[src/rtl/wvr_vec_reader.sv]
// Vector read sequencer: sweeps the register file read port and packs up to NWORDS words into one vector.
// Optional macro WVR_RD_REG_EN selects a registered (one-cycle latency) register-file read port.
module wvr_vec_reader #(
    parameter int NWORDS = 16,
    parameter int AW     = 5
) (
    input  logic                  clk,
    input  logic                  rst,
    input  logic                  start_valid,
    output logic                  start_ready,
    input  logic [1:0]            VL,
    input  logic [AW-1:0]         base,
    output logic [AW-1:0]         ra,
    input  logic [31:0]           rd,
    output logic                  out_valid,
    input  logic                  out_ready,
    output logic [32*NWORDS-1:0]  out_data,
    output logic                  out_err
);

    localparam int IW = $clog2(NWORDS) + 1;
    localparam int OW = $clog2(32 * NWORDS);

    localparam logic [1:0] ST_IDLE = 2'd0;
    localparam logic [1:0] ST_READ = 2'd1;
    localparam logic [1:0] ST_DONE = 2'd2;

    logic [1:0]            state_r;
    logic [1:0]            vl_r;
    logic [AW-1:0]         ra_r;
    logic [IW-1:0]         idx_r;
    logic                  out_valid_r;
    logic                  out_err_r;
    logic [32*NWORDS-1:0]  out_data_r;
    logic [IW-1:0]         len_s;
    logic [OW-1:0]         wr_off_s;

    function automatic logic [IW-1:0] vl_len(input logic [1:0] vl);
        case (vl)
            2'b00:   vl_len = IW'(1);
            2'b01:   vl_len = IW'(4);
            2'b10:   vl_len = IW'(NWORDS);
            default: vl_len = IW'(1);
        endcase
    endfunction

`ifdef WVR_RD_REG_EN
    // rd lags ra by one cycle, so captures follow issues through this pipe stage
    logic          cap_vld_r;
    logic [IW-1:0] cap_idx_r;

    // Bit offset of the word being captured, from the delayed capture index
    always_comb begin
        wr_off_s = {cap_idx_r[IW-2:0], 5'b00000};
    end
`else
    // Bit offset of the word being captured, from the issue index
    always_comb begin
        wr_off_s = {idx_r[IW-2:0], 5'b00000};
    end
`endif

    // Word count of the latched request
    always_comb begin
        len_s = vl_len(vl_r);
    end

    // Request acceptance, address sweep, packing and output handshake
    always_ff @(posedge clk or posedge rst) begin
        if (rst) begin
            state_r     <= ST_IDLE;
            vl_r        <= 2'b00;
            ra_r        <= '0;
            idx_r       <= '0;
            out_valid_r <= 1'b0;
            out_err_r   <= 1'b0;
            out_data_r  <= '0;
`ifdef WVR_RD_REG_EN
            cap_vld_r   <= 1'b0;
            cap_idx_r   <= '0;
`endif
        end else begin
            case (state_r)
                ST_IDLE: begin
                    if (start_valid) begin
                        vl_r       <= VL;
                        ra_r       <= base;
                        idx_r      <= '0;
                        out_data_r <= '0;
`ifdef WVR_RD_REG_EN
                        cap_vld_r  <= 1'b0;
                        cap_idx_r  <= '0;
`endif
                        if (VL == 2'b11) begin
                            out_err_r <= 1'b1;
                            state_r   <= ST_DONE;
                        end else begin
                            out_err_r <= 1'b0;
                            state_r   <= ST_READ;
                        end
                    end
                end
                ST_READ: begin
`ifdef WVR_RD_REG_EN
                    if (idx_r != len_s) begin
                        ra_r  <= ra_r + AW'(1);
                        idx_r <= idx_r + IW'(1);
                    end
                    cap_vld_r <= (idx_r != len_s);
                    cap_idx_r <= idx_r;
                    if (cap_vld_r) begin
                        out_data_r[wr_off_s +: 32] <= rd;
                        if (cap_idx_r == len_s - IW'(1)) begin
                            state_r <= ST_DONE;
                        end
                    end
`else
                    out_data_r[wr_off_s +: 32] <= rd;
                    ra_r  <= ra_r + AW'(1);
                    idx_r <= idx_r + IW'(1);
                    if (idx_r == len_s - IW'(1)) begin
                        state_r <= ST_DONE;
                    end
`endif
                end
                ST_DONE: begin
                    // out_valid rises one cycle after entering DONE and drops on the handshake edge
                    if (!out_valid_r) begin
                        out_valid_r <= 1'b1;
                    end else if (out_ready) begin
                        out_valid_r <= 1'b0;
                        state_r     <= ST_IDLE;
                    end
                end
                default: begin
                    state_r <= ST_IDLE;
                end
            endcase
        end
    end

    assign start_ready = (state_r == ST_IDLE);
    assign ra          = ra_r;
    assign out_valid   = out_valid_r;
    assign out_err     = out_err_r;
    assign out_data    = out_data_r;

endmodule
[config.mk]
export PLATFORM = sky130hd
export DESIGN_NAME = wvr_vec_reader
export DESIGN_NICKNAME = d
export VERILOG_FILES = /design/src/rtl/wvr_vec_reader.sv
export SDC_FILE = /design/constraint.sdc
export NUM_CORES = 1
export LEC_CHECK = 0
export CAP_MARGIN = 20
export CORE_MARGIN = 4
export CORE_UTILIZATION = 49
export CTS_BUF_LIST = sky130_fd_sc_hd__clkbuf_8 sky130_fd_sc_hd__clkbuf_16
export DETAILED_ROUTE_END_ITERATION = 12
export GPL_ROUTABILITY_DRIVEN = 0
export PLACE_DENSITY = 0.8
export SLEW_MARGIN = 25
export SYNTH_ARGS = -nofsm -noshare
export SYNTH_HDL_FRONTEND = slang
export SYNTH_SLANG_ARGS = --single-unit
export TNS_END_PERCENT = 1
[constraint.sdc]
create_clock -name clk -period 25.9 [get_ports clk]
set_input_delay 5.18 -clock clk [delete_from_list [all_inputs] [get_ports clk]]
set_output_delay 5.18 -clock clk [all_outputs]
set_load 0.005 [all_outputs]
# Word-level counts from Yosys, hierarchy flattened
# Cells that the tools add are included.
[word_totals]
register_bits = 528
inputBits = 43
output_inout_bits = 520
word_cells = 45
[op_classes]
add_sub_neg = 4
eq_ne = 10
shifts = 2
muxes = 17
n_reduce_logical = 5
[ops]
columns = ["op", "count"]
rows = [
  ["$pmux W512 S2", 1],
  ["$bwmux W512", 1],
  ["$mux W512", 1],
  ["$shift A32 B11 Y512 const A", 1],
  ["$shiftx A32 B11 Y512", 1],
  ["$pmux W5 S2", 3],
  ["$neg A9 Y11", 1],
  ["$add A5 B1 Y5 const B", 2],
  ["$mux W2", 5],
  ["$mux W5", 2],
  ["$ne A2 B2 Y1 const B", 4],
  ["$eq A2 B2 Y1 const B", 3],
  ["$pmux W2 S3", 1],
  ["$eq A5 B5 Y1", 1],
  ["$sub A5 B1 Y5 const B", 1],
  ["$eq A2 B1 Y1 const B", 2],
  ["$reduce_and A2 Y1", 2],
  ["$reduce_and A4 Y1", 1],
  ["$mux W1", 3],
  ["$logic_not A2 Y1", 1],
  ["$reduce_bool A2 Y1", 1],
]

# Longest topological paths before layout
# Gate-level depths: netlist (run 1).
[logic_depth]
word_depth = 6
ltp_mapped = 10
depth_no_buf = 6

# Least setup slack after synthesis (run 1)
# Ideal clock, no wire load.
[synth_timing]
path_kind = "input to register"
from = "in start_valid"
to = "reg out_data_r[100], in the netlist out_data[100]"
setup_time_ns = 0.078
t_arrival_ns = 6.378
required_ns = 25.822
setup_slack_ns = 19.444
path_stages = 6
path_buffers = 2
path_cell_list = "buf_2 > nor3b_2 > a41o_1 > a21oi_1 > clkbuf_1 > o2bb2ai_1"
[synth_between]
elab_chain_cells = 2
[synth_lines]
columns = ["element", "line", "text"]
rows = [
  ["start: declaration", "9", "input logic start_valid,"],
  ["$ne A2 B2 Y1 (no line)", "-", ""],
  ["$reduce_and A2 Y1 (no line)", "-", ""],
  ["end signal: indexed assignment", "118", "out_data_r[wr_off_s +: 32] <= rd;"],
  ["end: declaration", "34", "logic [32*NWORDS-1:0] out_data_r;"],
]
# No other way between the ends.
# A chain may end at the register's enable or synchronous reset.

# Worst setup path in the final report (run 1)
[layout_timing]
from = "in start_valid"
to = "reg out_data_r[423], in the netlist out_data[423]"
# The elaborated chain is that of the path after synthesis.

==> summary.txt, run 1 <==
Timing
  • Post-route setup TNS: 0 ns
  • Hold Slack: 0.489 ns
  • Slew Viols, Final: 0
  • Max_slew headroom: around 30%
  • Worst Tran Pin Value: 1.05 ns
  • Final hold viol count: 0
  • Clk_skew: 0.0216 ns
  • Final worst setup slack: 17.67 ns
  • Min cycle time layout: 8.23 ns
  • Setup violations, final: 0
  • F_max: about 0.12 GHz
  • RSZ-0062 raised after global routing: false
  • Period utilization: 31.8%

Final layout
  • Area Growth Syn to Fin: 36.2%
  • Final instance area: 29,300 um^2
  • # nets final: 2,417
  • Share of layout cells above drive strength 1: slightly below 6%
  • Final core occ: 67.8%
  • Ant. Diodes: 0
  • Post-Layout Cell Count: 2,994

Worst setup path
  • Endpoint class of the critical path: flip-flop
  • CP top delay family: buffers and inverters
  • CP Buf/Inv Count: 3
  • CP peak stage delay: 0.82 ns
  • Crit-path most repeated cell: buf_4
  • Crit path required time: between 20 and 30 ns
  • Crit path launch type: primary input
  • Levels on crit path: 7
  • Worst Path Arrival: 8.74 ns
  • Critical path's slowest cell: buf_4
  • Worst path cell trace: clkdlybuf4s50_1, nor2b_1, nand2_4, buf_4, buf_4, nand2_1, mux2i_1
  • CP max FO: between 80 and 90
  • Crit path kind: primary input to flip-flop
  • R2R depth: 6

Synthesis
  • Post-synthesis async set-or-reset flop share: 100%
  • Syn Std Cell Area: around 21,000 um^2
  • Synthesized flop and latch total: 528
  • Register area share after synthesis: between 60% and 70%
  • Post-synth cell types: between 50 and 60
  • Top_reg_cell synth: dfrtp_1
  • Mean Syn Cell Area: about 12 um^2
  • Post-Syn Nets: 1,910
  • Post-Synthesis Cells: 1,860
  • Post-synth EDFFs: 0
  • Syn. warnings: 0

Clocking
  • Root Driver: clkbuf_16
  • Total of cells resized after clock tree synthesis: 0
  • CTS tree: done
  • Clk slew on worst S/H paths: 0.07 ns
  • H-tree levels: 2
  • Total CTS buffers: 52
  • Hold buffer count at cts: 0
  • Clk buf depth: 3
  • Clock sink count: 528
  • Setup bufs post-CTS: 0
  • Clock Latency Late Sink: ~0.6 ns

Global routing
  • First-pass GRT wire length: 111,000 um
  • Met2 Track Usage GR: 49.6%
  • GRT Max-Usage Layer: met2
  • Global-route total usage across every layer: 30.7%
  • Vias in the first global route: 17,500
  • Total global routing overflow: 0
  • Initial antenna violation count: 0
  • Met1 Use GR: 39.5%
  • Grt met3 use: 9.42%
  • Pin count of the biggest net entering global routing: 169

Drt
  • DRT iter0 DRCs: 1,445
  • # DRC: 0
  • WL/cell: 24.7 um
  • DR pass1 iterations: 5
  • Post-Route WL: 74,000 um
  • Via density: 5.67
  • DRT antenna net count: 0
  • Total number of vias: 17,000

Status
  • Outcome: finished, final reports clean

Placement
  • I/O Buffers: 562
  • Placement Setup Slack: ~17 ns
  • Post-DP Area: 27,500 um^2
  • Placed insts: 2,898
  • DP HPWL: just over 50,000 um

Power and ir drop
  • Total Power: around 2.6 mW
  • Pleak: 13.2 nW
  • Peak supply drop: approximately 0.050 mV
  • Pwr/cell area: around 87 nW/um^2

Floorplan
  • I/O pins: 563
  • Starting Density: 49.8%
  • Die width: 217 um
  • Die Area: roughly 47,000 um^2
  • Core ar.: 43,200 um^2
  • Rows: between 70 and 80
  • Die Y: 217 um

Hold path
  • Hold depth: 1
  • Worst min-delay path class: flip-flop to flip-flop

Flow run
  • Max-cap violations: 0
routing by layer:
layer,wire [um],vias to the layer above,share of wire [%]
li1,-,7363,-
met1,29100,8675,39
met2,34800,770,47
met3,6830,164,9.2
met4,3240,0,4.4
met5,0,-,0
power breakdown:
group / leakage (nW) / internal (mW) / switching [mW]
Combinational: 4.96 / 0.324 / 0.408
Clock: 0.894 / 0.444 / 0.330
Sequential: 7.32 / 0.947 / 0.100
placed cells by master, fill, tap and decap left out, drive strengths merged, types with 2 or more instances in the layout:
master | netlist | routed
a21oi | 14 | 14
a311oi | 2 | 2
a31oi | 2 | 2
a32o | 27 | 27
and2 | 4 | 4
buf | 68 | 27
bufinv | 0 | 3
clkbuf | 68 | 66
clkdlybuf4s50 | 0 | 562
clkinv | 0 | 11
clkinvlp | 0 | 6
dfrtp | 528 | 528
ha | 7 | 7
inv | 40 | 50
mux2i | 323 | 323
nand2 | 472 | 472
nand2b | 3 | 3
nand3 | 69 | 69
nand4 | 5 | 5
nor2 | 10 | 10
nor2b | 5 | 5
nor3 | 3 | 3
nor3b | 3 | 3
nor4 | 2 | 2
o21ai | 108 | 108
o22ai | 4 | 4
o2bb2ai | 69 | 69
xor2 | 3 | 3
cell usage after synthesis, drive strengths merged, types with 4 or more instances:
cell type | n | area share, %
dfrtp | 528 | 61
a32o | 27 | 1.3
nand3 | 69 | 1.6
and2 | 4 | 0.12
clkbuf | 68 | 1.2
nand4 | 5 | 0.15
o2bb2ai | 69 | 2.8
nand2 | 472 | 8.2
inv | 40 | 0.70
o21ai | 108 | 2.5
a21oi | 14 | 0.33
ha | 7 | 0.41
o22ai | 4 | 0.12
buf | 68 | 1.9
mux2i | 323 | 15
nor2b | 5 | 0.15
nor2 | 10 | 0.20
registers in the layout (all words and copies together) (netlist names):
name and flops:
idx_r 5, out_data 512, out_err 1, out_valid 1
ra 5, state_r 2, vl_r 2
area by class of cell:
type                    instances  area [um^2]
fillers                      3156        13900
flip-flops and latches        528        13200
multi-input cells            1156         7550
repair buffers                589         5850
clock buffers                  66         1520
well taps                     585          732
clock inverters                30          251
inverters                      40          158
path summary, 6_finish.rpt:
| kind | start | to | slack, ns |
|---|---|---|---|
| hold reg to reg | out_data[100] | out_data[100] | 0.49 |
| setup reg to reg | state_r[1] | out_data[423] | 22.04 |
| max in group asynchronous | rst | out_data[99] | 18.52 |
| hold / removal | out_data[100] | out_data[100] | 0.49 |
| setup / recovery | start_valid | out_data[423] | 17.67 |
| min in group asynchronous | rst | out_data[20] | 5.15 |
cells by family (layout without fill, tap and decap cells):
group	after synthesis	in the layout	synth area share, %
AND/OR/NAND/NOR	582	582	11.1
flip-flops	528	528	61.5
buffers and inverters	176	725	3.81
AO/OA/AOI/OAI	240	240	7.95
XOR/XNOR	4	4	0.163
adder cells (fa/ha/maj)	7	7	0.408
multiplexers	323	323	15.0
(Power assumes the default switching activity.)
==> run 2: changes to the inputs <==
- clock period: 25.9 -> 7.81 ns (I/O delays scaled with it)
==> run 2 against run 1 <==
  * First-iteration DRC count is 9.3% higher
  * Largest cell class unchanged
  * Sequential share of layout area down 0.24 points
  * Clock power increased to 3.5 times the previous value
  * Non-clock buffer count unchanged
  * Register-to-register slack worse by 18 ns
  * Combinational power rose to 3.3 times the previous value
  * Critical path depth is 5 lower
  * Sequential power rose to 3.3 times the previous value
  * Cell area increased by 0.54%
  * Utilization up 0.37 points
  * Largest power group unchanged
==> summary.txt, run 2 (same netlist as run 1, synthesis figures left out) <==
Clocking
  • Total CTS buffers: between 50 and 60
  • Setup bufs post-CTS: 0
  • Hold buffer count at cts: 0
  • H-tree levels: 2
  • Clk buf depth: 3
  • Root Driver: clkbuf_16
  • Clock sink count: ~530
  • Clock Latency Late Sink: 0.59 ns
  • Clk slew on worst S/H paths: ~0.060 ns
  • CTS tree: done
  • Total of cells resized after clock tree synthesis: 0

Floorplan
  • Core ar.: about 43,000 um^2
  • Die Y: 217 um
  • Die Area: roughly 47,000 um^2
  • Rows: between 70 and 80
  • Die width: 217 um
  • Starting Density: roughly half
  • I/O pins: 563

Final layout
  • Post-Layout Cell Count: roughly 3,000
  • Most common cell after layout, fill and taps aside: clkdlybuf4s50_1
  • Most frequent cells in the layout: clkdlybuf4s50_1, dfrtp_1, nand2_1
  • # nets final: ~2,400
  • Max reg flops: ~510
  • Final core occ: 68.2%
  • Filler cells: 3,163
  • Area Growth Syn to Fin: 37.0%
  • Share of layout cells above drive strength 1: under 10%
  • Final instance area: about 30,000 um^2

Power and ir drop
  • Seq pwr share: between 40 and 50%
  • Share of total power in the clock network: 31.4%
  • Peak supply drop: approximately 0.21 mV
  • P_int: 5.82 mW
  • Net Sw Power: 2.76 mW
  • Pwr/cell area: 292 nW/um^2
  • Sw Share: 32.2%
  • Total Power: ~8.6 mW
  • Comb pwr share: 28.3%
  • Pleak: 13.2 nW

Timing
  • Clk_skew: around 0.016 ns
  • F_max: between 0.2 and 0.3 GHz
  • Slew Viols, Final: 0
  • Final worst setup slack: 4.25 ns
  • Post-route setup TNS: 0 ns
  • Setup violations, final: 0
  • RSZ-0062 raised after global routing: false
  • Hold Slack: between 0.4 and 0.5 ns
  • Period utilization: 45.6%
  • Final hold viol count: 0
  • Min cycle time layout: approximately 3.6 ns
  • Worst Tran Pin Value: 1.05 ns
  • Max_slew headroom: 29.9%

Drt
  • Via density: 5.65
  • Post-Route WL: ~74,000 um
  • Total number of vias: 17,000
  • DRT iter0 DRCs: around 1,600
  • # DRC: 0
  • WL/cell: 24.6 um
  • DRT antenna net count: 0
  • DR pass1 iterations: 8

Global routing
  • Vias in the first global route: approximately 17,000
  • Initial antenna violation count: 0
  • First-pass GRT wire length: 110,000 um
  • Pin count of the biggest net entering global routing: 218
  • Global-route total usage across every layer: a little under a third
  • Total global routing overflow: 0

Worst setup path
  • Endpoint class of the critical path: output port
  • Crit path launch type: flip-flop
  • CP max FO: 20
  • Worst Path Arrival: 2.00 ns
  • Crit path kind: flip-flop to output port
  • Crit path required time: 6.25 ns

Flow run
  • Max-cap violations: 0

Placement
  • DP HPWL: 50,400 um
  • Placement Setup Slack: roughly 4 ns
  • I/O Buffers: 562
  • Placed insts: 2,897
  • Post-DP Area: 27,500 um^2

Status
  • Outcome: finished, final reports clean

Hold path
  • Worst min-delay path class: flip-flop to flip-flop
-- run 2: changes by cell type in the layout (fill, tap and decap cells not counted), sizes merged --
cell,delta
clkbuf,+6
clkinvlp,-3
bufinv,+2
clkinv,-2
diode,+2
inv,+1
-- run 2: power groups by stage --
stage	Clock, mW	Sequential (mW)	Combinational (mW)
2_1_floorplan	0	3.44	1.17
5_1_grt	2.84	3.51	2.61
4_1_cts	2.73	3.46	2.43
3_5_place_dp	0	3.50	2.41
3_3_place_gp	0	3.48	2.34
6_report	2.69	3.46	2.43
-- run 2: critical path, stage by stage (launching register included) --
cell and delay, ns:
dfrtp_1 0.61, nor2_1 0.27, clkdlybuf4s50_1 0.54
-- run 2: cell type report --
cell class / count / area, um^2 / share of cell area [%]
diodes: 2 / 5.00 / 0.0170
clock buffers: 72 / 1610 / 5.47
clock inverters: 28 / 265 / 0.901
inverters: 40 / 154 / 0.523
multi-input cells: 1156 / 7550 / 25.6
flip-flops and latches: 528 / 13200 / 44.9
well taps: 585 / 732 / 2.49
repair buffers: 589 / 5910 / 20.1
-- run 2: per-layer routing --
metal | vias up | track usage [%] | routed length [um]
li1 | 7355 | - | -
met1 | 8614 | 38.3 | 28200
met2 | 823 | 48.7 | 34500
met3 | 169 | 9.29 | 7170
met4 | 0 | 14.8 | 4030
met5 | - | 0 | 0
-- run 2: final timing paths --
check,from,to,slack [ns],cells past startpoint
hold / removal,out_data[244],out_data[244],0.49,1
setup / recovery,state_r[0],start_ready,4.25,2
hold reg to reg,out_data[244],out_data[244],0.49,1
setup reg to reg,idx_r[0],out_data[404],4.46,6
max in group asynchronous,rst,idx_r[1],5.06,4
min in group asynchronous,rst,out_data[183],1.41,2
